$ cat src/rtl/mem_port_arbiter_pkg.sv
// Shared types for the IF/LSU memory port arbiter: requester encoding and tracker entry.
// Purely declarative; no logic.
// No flow control here; users apply it.
package mem_port_arbiter_pkg;

   localparam logic ARB_OWN_IF  = 1'b0;
   localparam logic ARB_OWN_LSU = 1'b1;
   localparam int   ARB_TAG_WD  = 4;

   typedef struct packed {
      logic vld;
      logic own;
      logic store;
      logic killed;
   } arb_tag_t;

endpackage

$ cat src/rtl/arb_inflight_pipe.sv
// In-flight read tracker: RD_LAT-deep shift register of grant tags, head aligns with SRAM data.
// Latency: head presents an entry exactly RD_LAT cycles after its push.
// No backpressure: shifts every cycle; kill marks IF entries (head included, combinationally).
module arb_inflight_pipe
   import mem_port_arbiter_pkg::*;
#(
   parameter int RD_LAT = 1
) (
   input  logic clk,
   input  logic rst_n,
   input  logic push,
   input  logic push_own,
   input  logic push_store,
   input  logic kill,
   output logic head_vld,
   output logic head_own,
   output logic head_store,
   output logic head_killed,
   output logic lsu_pending
);

   logic [ARB_TAG_WD-1:0] stage_q [RD_LAT];
   arb_tag_t push_tag;
   arb_tag_t head;

   function automatic arb_tag_t apply_kill(input arb_tag_t t, input logic k);
      arb_tag_t r;
      r = t;
      if (k && t.vld && (t.own == ARB_OWN_IF))
         r.killed = 1'b1;
      return r;
   endfunction

   always_comb begin
      push_tag        = '0;
      push_tag.vld    = push;
      push_tag.own    = push_own;
      push_tag.store  = push_store;
   end

   always_ff @(posedge clk or negedge rst_n) begin
      if (!rst_n) begin
         for (int i = 0; i < RD_LAT; i++)
            stage_q[i] <= '0;
      end else begin
         stage_q[0] <= push_tag;
         for (int i = 1; i < RD_LAT; i++)
            stage_q[i] <= apply_kill(arb_tag_t'(stage_q[i-1]), kill);
      end
   end

   assign head        = apply_kill(arb_tag_t'(stage_q[RD_LAT-1]), kill);
   assign head_vld    = head.vld;
   assign head_own    = head.own;
   assign head_store  = head.store;
   assign head_killed = head.killed;

   // Entries still short of the head; the head itself completes this cycle.
   always_comb begin
      lsu_pending = 1'b0;
      for (int i = 0; i < RD_LAT - 1; i++) begin
         if (stage_q[i][3] && (stage_q[i][2] == ARB_OWN_LSU))
            lsu_pending = 1'b1;
      end
   end

endmodule

$ cat src/rtl/mem_port_arbiter.sv
// Shares one SRAM port between IF (read) and LSU (read/write); LSU wins, optional anti-starvation via MEM_ARB_STARVE_GUARD_EN.
// Latency: grant same cycle as request; response exactly RD_LAT cycles after grant, fully pipelined.
// Backpressure: ungranted requests hold and raise stallreq_if / stallreq_mem.
module mem_port_arbiter
   import mem_port_arbiter_pkg::*;
#(
   parameter int RD_LAT         = 1,
   parameter int MAX_LSU_STREAK = 4
) (
   input  logic        clk,
   input  logic        rst_n,
   input  logic        br_e,
   input  logic        if_req,
   input  logic [63:0] if_addr,
   output logic        if_gnt,
   output logic        if_rvalid,
   output logic [63:0] if_rdata,
   input  logic        lsu_req,
   input  logic        lsu_we,
   input  logic [7:0]  lsu_wstrb,
   input  logic [63:0] lsu_addr,
   input  logic [63:0] lsu_wdata,
   output logic        lsu_gnt,
   output logic        lsu_rvalid,
   output logic [63:0] lsu_rdata,
   output logic        sram_en,
   output logic [7:0]  sram_we,
   output logic [63:0] sram_addr,
   output logic [63:0] sram_wdata,
   input  logic [63:0] sram_rdata,
   output logic        stallreq_if,
   output logic        stallreq_mem
);

   logic rdy_q;
   logic force_if;
   logic head_vld, head_own, head_store, head_killed, lsu_pending;

   // Holds everything quiet for one cycle after reset release.
   always_ff @(posedge clk or negedge rst_n) begin
      if (!rst_n)
         rdy_q <= 1'b0;
      else
         rdy_q <= 1'b1;
   end

`ifdef MEM_ARB_STARVE_GUARD_EN
   logic [2:0] lsu_streak_q;

   assign force_if = (lsu_streak_q == 3'(MAX_LSU_STREAK)) & if_req & lsu_req & !br_e;

   // Saturates at the limit so a br_e cycle cannot wrap the counter past it.
   always_ff @(posedge clk or negedge rst_n) begin
      if (!rst_n)
         lsu_streak_q <= 3'd0;
      else if (!if_req || if_gnt)
         lsu_streak_q <= 3'd0;
      else if (lsu_gnt && (lsu_streak_q != 3'(MAX_LSU_STREAK)))
         lsu_streak_q <= lsu_streak_q + 3'd1;
   end
`else
   // Strict LSU priority; the streak limit has no effect in this build.
   assign force_if = (MAX_LSU_STREAK < 0);
`endif

   assign lsu_gnt = rdy_q & lsu_req & !force_if;
   assign if_gnt  = rdy_q & if_req & !lsu_gnt & !br_e;

   assign sram_en    = if_gnt | lsu_gnt;
   assign sram_we    = (lsu_gnt && lsu_we) ? lsu_wstrb : 8'h00;
   assign sram_addr  = lsu_gnt ? lsu_addr : (if_gnt ? if_addr : 64'd0);
   assign sram_wdata = (lsu_gnt && lsu_we) ? lsu_wdata : 64'd0;

   arb_inflight_pipe #(
      .RD_LAT (RD_LAT)
   ) u_pipe (
      .clk         (clk),
      .rst_n       (rst_n),
      .push        (sram_en),
      .push_own    (lsu_gnt ? ARB_OWN_LSU : ARB_OWN_IF),
      .push_store  (lsu_gnt & lsu_we),
      .kill        (br_e),
      .head_vld    (head_vld),
      .head_own    (head_own),
      .head_store  (head_store),
      .head_killed (head_killed),
      .lsu_pending (lsu_pending)
   );

   assign if_rvalid  = rdy_q & head_vld & (head_own == ARB_OWN_IF) & !head_killed;
   assign lsu_rvalid = rdy_q & head_vld & (head_own == ARB_OWN_LSU);
   assign if_rdata   = if_rvalid ? sram_rdata : 64'd0;
   assign lsu_rdata  = (lsu_rvalid && !head_store) ? sram_rdata : 64'd0;

   assign stallreq_if  = if_req & !if_gnt;
   assign stallreq_mem = (lsu_req & !lsu_gnt) | lsu_pending;

endmodule

$ cat config.mk
export PLATFORM = sky130hd
export DESIGN_NAME = mem_port_arbiter
export DESIGN_NICKNAME = d
export VERILOG_FILES = /design/src/rtl/mem_port_arbiter_pkg.sv /design/src/rtl/arb_inflight_pipe.sv /design/src/rtl/mem_port_arbiter.sv
export SDC_FILE = /design/constraint.sdc
export NUM_CORES = 1
export LEC_CHECK = 0
export CAP_MARGIN = 20
export CORE_AREA = 2 2 211 213
export DETAILED_ROUTE_END_ITERATION = 8
export DIE_AREA = 0 0 213 215
export GPL_TIMING_DRIVEN = 0
export SETUP_SLACK_MARGIN = 0.3
export SYNTH_ARGS = -nofsm -noshare
export SYNTH_HDL_FRONTEND = slang
export SYNTH_SLANG_ARGS = --single-unit
$ cat constraint.sdc
create_clock -name clk -period 4.59 [get_ports clk]
set_clock_uncertainty 0.05 [all_clocks]
set_input_delay 1.377 -clock clk [delete_from_list [all_inputs] [get_ports clk]]
set_output_delay 1.377 -clock clk [all_outputs]
set_load 0.005 [all_outputs]
==> results of run 1 <==
==> per-stage QoR <==
stage | std cells | utilization
6_report | 1624 | 0.223
5_1_grt | 1623 | 0.223
4_1_cts | 1609 | 0.217
3_5_place_dp | 1596 | 0.210
3_3_place_gp | 1596 | 0.210
2_1_floorplan | 466 | -
==> cell families (layout without fill, tap and decap cells) <==
logic type	Yosys count	count (layout)	synth area share
DFF	4	4	0.0329
and+or+nand+nor	336	336	0.748
AOI/OAI and AO/OA	66	66	0.111
buffers and inverters	59	619	0.107
other	1	7	0.00123
==> cell type report <==
type,instances,area (um^2)
buffer,58,470
fill,4848,33900
antenna,6,15.0
inverter,1,3.75
multi-input combinational,403,2740
timing repair buffer,557,5600
clock buffer,3,75.1
tap,592,741
sequential,4,100
==> sequential cells by signal, indices dropped and copies added, names as in the netlist <==
name and flops:
rdy_q 1, u_pipe.stage_q 3
==> synth_stat cells, drive strengths merged <==
cell     count  share of area
and2       201           0.41
a21oi       64           0.11
nand2       64          0.079
nand4bb     64           0.24
clkbuf      32          0.045
buf         26          0.061
dfrtp        4          0.033
and3         2         0.0041
nor2b        2         0.0041
and4b        1         0.0033
and4bb       1         0.0041
conb         1         0.0012
inv          1         0.0012
nor4b        1         0.0029
o21a         1         0.0025
o31a         1         0.0029
==> worst max-delay path: cells and delay by family <==
| kind | cells | cell delay [ns] |
|---|---|---|
| buffers and inverters | 6 | 1.21 |
| and+or+nand+nor | 2 | 0.36 |
==> where the power goes <==
part / internal, uW / switching, uW / leakage [uW]
Clock: 111 / 23.6 / 0.0000370
Sequential: 37.3 / 2.27 / 0.0000506
Combinational: 383 / 201 / 0.00455
Total: 531 / 227 / 0.00463
==> worst paths after layout <==
path,start,cells after the start,slack [ns],to
max,lsu_we,8,0.22,sram_wdata[42]
min,rdy_q,1,0.78,u_pipe.stage_q[2]
max reg2reg,rdy_q,5,3.07,u_pipe.stage_q[1]
min reg2reg,rdy_q,1,0.78,u_pipe.stage_q[2]
max in group asynchronous,rst_n,1,3.02,rdy_q
min in group asynchronous,rst_n,1,1.31,u_pipe.stage_q[1]
==> per-layer routing <==
layer | part of all wire | vias up
li1 | - | 2680
met1 | 0.40 | 2578
met2 | 0.51 | 315
met3 | 0.080 | 17
met4 | 0.010 | 0
met5 | 0 | -
==> repair_timing <==
item                       4_1_cts  5_1_grt
gates resized for setup        152      117
setup buffers                    8        7
gates cloned                     2        2
setup endpoints to repair      206      120
pin swaps                        5        2
==> impl_metrics.env, run 1 <==
export IMPL_cp_slowest_cell="clkdlybuf4s50_1"
export IMPL_num_rows=77
export IMPL_hold_viol=0
export IMPL_drc_errors=0
export IMPL_post_drt_via_cell_ratio=3.44
export IMPL_final_common_cell="clkdlybuf4s50_1"
export IMPL_ys_seq_area_frac=0.0329
export IMPL_crit_top_cell="buf_4"
export IMPL_ios=541
export IMPL_clkLatencyLatePin_ns=0.22
export IMPL_grt_pass1_vias=5783
export IMPL_fmax_ghz=0.229
export IMPL_grt_pass1_wl_um=40800
export IMPL_synth_distinct_cells=20
export IMPL_final_cell_mix="clkdlybuf4s50_1 (419), and2_1 (195), nand2_1 (64)"
export IMPL_grtUsageTotal=0.123
export IMPL_portBuffers=538
export IMPL_core_um2=43600
export IMPL_totalWireLength_um=30800
export IMPL_setup_ws_ns=0.220
export IMPL_top_usage_layer="met2"
export IMPL_maxCapViolations=0
export IMPL_ys_ff_latch=4
export IMPL_worst_slew_pin_slew_ns=0.754
export IMPL_final_nets=1298
export IMPL_worst_ep_required_time_ns=3.16
export IMPL_use_met2=0.225
export IMPL_met1_usage=0.141
export IMPL_cts_buffer_depth=2
export IMPL_cts_made_buffers=3
export IMPL_fin_setup_tns_ns=0
export IMPL_syn_area_per_cell_um2=6.53
export IMPL_htreeDepth=1
export IMPL_grt_max_degree=11
export IMPL_cp_arrival_ns=2.94
export IMPL_synth_nets=736
export IMPL_setup_viol=0
export IMPL_cts_hold_buf=0
export IMPL_synthCells=466
export IMPL_rsz0062_at_grt="yes"
export IMPL_cts_clk_slew_worst_paths_ns=0.03
export IMPL_hold_class="reg2reg"
export IMPL_die_area_um2=45800
export IMPL_layout_min_cycle_time_ns=4.37
export IMPL_start_kind="primary input"
export IMPL_yosysWarningCount=0
export IMPL_place_congestion=0.794
export IMPL_grt_overflow_total=0
export IMPL_p_per_area_nw_per_um2=77.7
export IMPL_ant_nets=0
export IMPL_drive_gt1_frac=0.109
export IMPL_initial_core_util=0.0697
export IMPL_slew_violations=0
export IMPL_crit_type="in2out"
export IMPL_synth_cell_area_um2=3040
export IMPL_post_route_period_util=0.952
export IMPL_path_max_fanout=6
export IMPL_finalPower_uw=758
export IMPL_gr_usage_met3=0.0305
export IMPL_worstSetupEndpointType="primary output"
export IMPL_areaGrowthSynthToFinish_pct=221
export IMPL_clock_root_buffer="clkbuf_16"
export IMPL_cts_sinks=4
export IMPL_crit_path_max_incr_delay_ns=0.41
export IMPL_num_vias=5590
export IMPL_holdWs_ns=0.777
export IMPL_slew_headroom=0.497
export IMPL_fp_dieH_um=215
export IMPL_outcome="finished, final reports clean"
export IMPL_dp_hpwl_um=26700
export IMPL_p_leak_uw=0.00463
export IMPL_crit_chain="clkdlybuf4s50_1 -> and3_4 -> buf_12 -> buf_4 -> buf_8 -> buf_4 -> and2_1 -> dlygate4sd2_1"
export IMPL_placed_cell_area_um2=9170
export IMPL_drt_pass1_iter_count=4
export IMPL_ir_drop_mv=0.0843
export IMPL_drt_iter0_drc=146
export IMPL_post_drt_wl_per_cell_um=19.0
export IMPL_antenna_found_initial=8
export IMPL_fin_area_um2=9750
export IMPL_dp_worst_setup_slack_ns=-0.760
export IMPL_die_width_um=213
export IMPL_cts_tree="yes"
Power figures use the tool's default switching activity.
==> inputs of run 2 (changes only) <==
CORE_AREA = 2 2 208 210   (was 2 2 211 213)
DIE_AREA = 0 0 210 212   (was 0 0 213 215)
clock period = 4.85 ns   (was 4.59 ns; I/O delays follow)
==> run 2 against run 1 <==
Design area down 2.1%. Critical path depth fell by 1. Hold slack worse by 0.042 ns. Utilization rose by 0.11 points. Clock-buffer cell count did not move. Non-clock buffer count decreased by 9. First-iteration DRC count rose by 27%. Via count increased by 0.93%. Critical endpoint is now sram_we[6]. Largest cell class unchanged.
==> impl_metrics.env, run 2 (synthesis results as in run 1) <==
export IMPL_clock_root_buffer="clkbuf_16"
export IMPL_worstSetupEndpointType="primary output"
export IMPL_dp_cells=1550
export IMPL_final_cells=1570
export IMPL_path_max_fanout=10
export IMPL_portBuffers=538
export IMPL_layout_min_cycle_time_ns=4.51
export IMPL_dp_worst_setup_slack_ns=-0.941
export IMPL_timing_rr_start="rdy_q"
export IMPL_largestRegisters="u_pipe.stage_q x3, rdy_q x1"
export IMPL_core_um2=42500
export IMPL_power_frac_clock=0.179
export IMPL_grtUsageTotal=0.119
export IMPL_post_drt_wl_per_cell_um=18.7
export IMPL_grt_pass1_vias=5631
export IMPL_worstHoldStart="rdy_q"
export IMPL_hold_viol=0
export IMPL_initial_core_util=0.0716
export IMPL_start_kind="primary input"
export IMPL_largest_register_ffs=3
export IMPL_clkLatencyLatePin_ns=0.22
export IMPL_slew_violations=0
export IMPL_worst_slew_pin_slew_ns=0.665
export IMPL_p_leak_uw=0.00413
export IMPL_top_usage_layer="met2"
export IMPL_cts_buffer_depth=2
export IMPL_slew_headroom=0.556
export IMPL_cts_clk_slew_worst_paths_ns=0.03
export IMPL_met1_usage=0.132
export IMPL_drt_iter0_drc=186
export IMPL_htreeDepth=1
export IMPL_final_common_cell="clkdlybuf4s50_1"
export IMPL_cp_arrival_ns=3.01
export IMPL_antenna_found_initial=18
export IMPL_worst_ep_required_time_ns=3.35
export IMPL_crit_start="lsu_we"
export IMPL_p_seq_frac=0.053
export IMPL_crit_type="in2out"
export IMPL_ant_nets=0
export IMPL_final_nets=1289
export IMPL_drc_errors=0
export IMPL_num_rows=76
export IMPL_placed_cell_area_um2=9110
export IMPL_areaGrowthSynthToFinish_pct=214
export IMPL_fin_area_um2=9540
export IMPL_finalPower_uw=708
export IMPL_drt_pass1_iter_count=4
export IMPL_crit_path_max_incr_delay_ns=0.46
export IMPL_gr_usage_met3=0.0164
export IMPL_p_sw_uw=207
export IMPL_post_drt_via_cell_ratio=3.59
export IMPL_outcome="finished, final reports clean"
export IMPL_p_int_uw=500
export IMPL_p_per_area_nw_per_um2=74.2
export IMPL_ios=541
export IMPL_place_congestion=0.842
export IMPL_final_cell_mix="clkdlybuf4s50_1 (460), and2_1 (201), nand2_1 (64)"
export IMPL_drive_gt1_frac=0.0669
export IMPL_p_comb_frac=0.768
export IMPL_grt_pass1_wl_um=38700
export IMPL_fmax_ghz=0.222
export IMPL_num_vias=5642
export IMPL_cts_sinks=4
export IMPL_grt_overflow_total=0
export IMPL_dp_hpwl_um=25600
export IMPL_p_sw_frac=0.293
export IMPL_cts_tree="yes"
export IMPL_cp_slowest_cell="clkdlybuf4s50_1"
export IMPL_crit_chain="clkdlybuf4s50_1 -> and3_4 -> buf_8 -> buf_12 -> clkbuf_8 -> and2_1 -> clkdlybuf4s15_1"
export IMPL_rsz0062_at_grt="yes"
export IMPL_hold_class="reg2reg"
export IMPL_cts_made_buffers=3
export IMPL_fp_dieH_um=212
export IMPL_die_width_um=210
export IMPL_ir_drop_mv=0.124
export IMPL_setup_viol=0
export IMPL_totalWireLength_um=29400
export IMPL_use_met2=0.239
export IMPL_grt_max_degree=11
export IMPL_maxCapViolations=0
export IMPL_die_area_um2=44500
export IMPL_setup_ws_ns=0.336
export IMPL_fin_setup_tns_ns=0
export IMPL_post_route_period_util=0.931
export IMPL_largest_register="u_pipe.stage_q"
==> run 2: layout make-up <==
cell class / count / area (um^2)
Multi-Input combinational cell: 403 / 2680
Buffer: 58 / 483
Sequential cell: 4 / 100
Fill cell: 4751 / 33000
Clock buffer: 3 / 75.1
Antenna cell: 7 / 17.5
Inverter: 1 / 3.75
Timing Repair Buffer: 548 / 5510
Tap cell: 546 / 683
==> run 2: path summary, 6_finish.rpt <==
kind / depth (start not counted) / end / slack (ns)
min in group asynchronous: 1 / u_pipe.stage_q[2] / 1.38
worst min register to register: 1 / u_pipe.stage_q[3] / 0.73
worst min-delay path: 1 / u_pipe.stage_q[3] / 0.73
max in group asynchronous: 1 / u_pipe.stage_q[3] / 3.21
worst max register to register: 4 / u_pipe.stage_q[1] / 3.43
worst max-delay path: 7 / sram_we[6] / 0.34
==> run 2: routing by layer <==
metal,part of all wire,wire [um]
met1,0.38,11000
met4,0.022,652
met2,0.54,16000
met3,0.059,1720
met5,0,0
==> run 2: worst max-delay path, delay by kind of cell <==
family / cells / cell delay [ns]
buffers and inverters: 5 / 1.19
and+or+nand+nor: 2 / 0.36
==> run 2: stage by stage <==
| stage | hold WS (ns) | utilization |
|---|---|---|
| after floorplan | 0.539 | - |
| after global placement | 0.729 | 0.214 |
| after detailed placement | 0.750 | 0.214 |
| after CTS | 0.759 | 0.220 |
| after global routing | 0.798 | 0.224 |
| final | 0.735 | 0.225 |
==> run 2: repair_timing <==
item,4_1_cts,5_1_grt
endpoints found under the setup margin,205,42
hold endpoints to repair,0,0
hold buffers,0,0
resized for setup,99,41
cloned,4,0
buffers inserted,3,3
pin swaps,0,2
==> run 2: power groups by stage <==
stage,clock network (uW),registers [uW],logic [uW]
2_1_floorplan,0,36.6,132
3_3_place_gp,0,37.8,530
3_5_place_dp,0,38.0,531
4_1_cts,129,37.6,545
5_1_grt,132,37.8,581
6_report,127,37.5,543
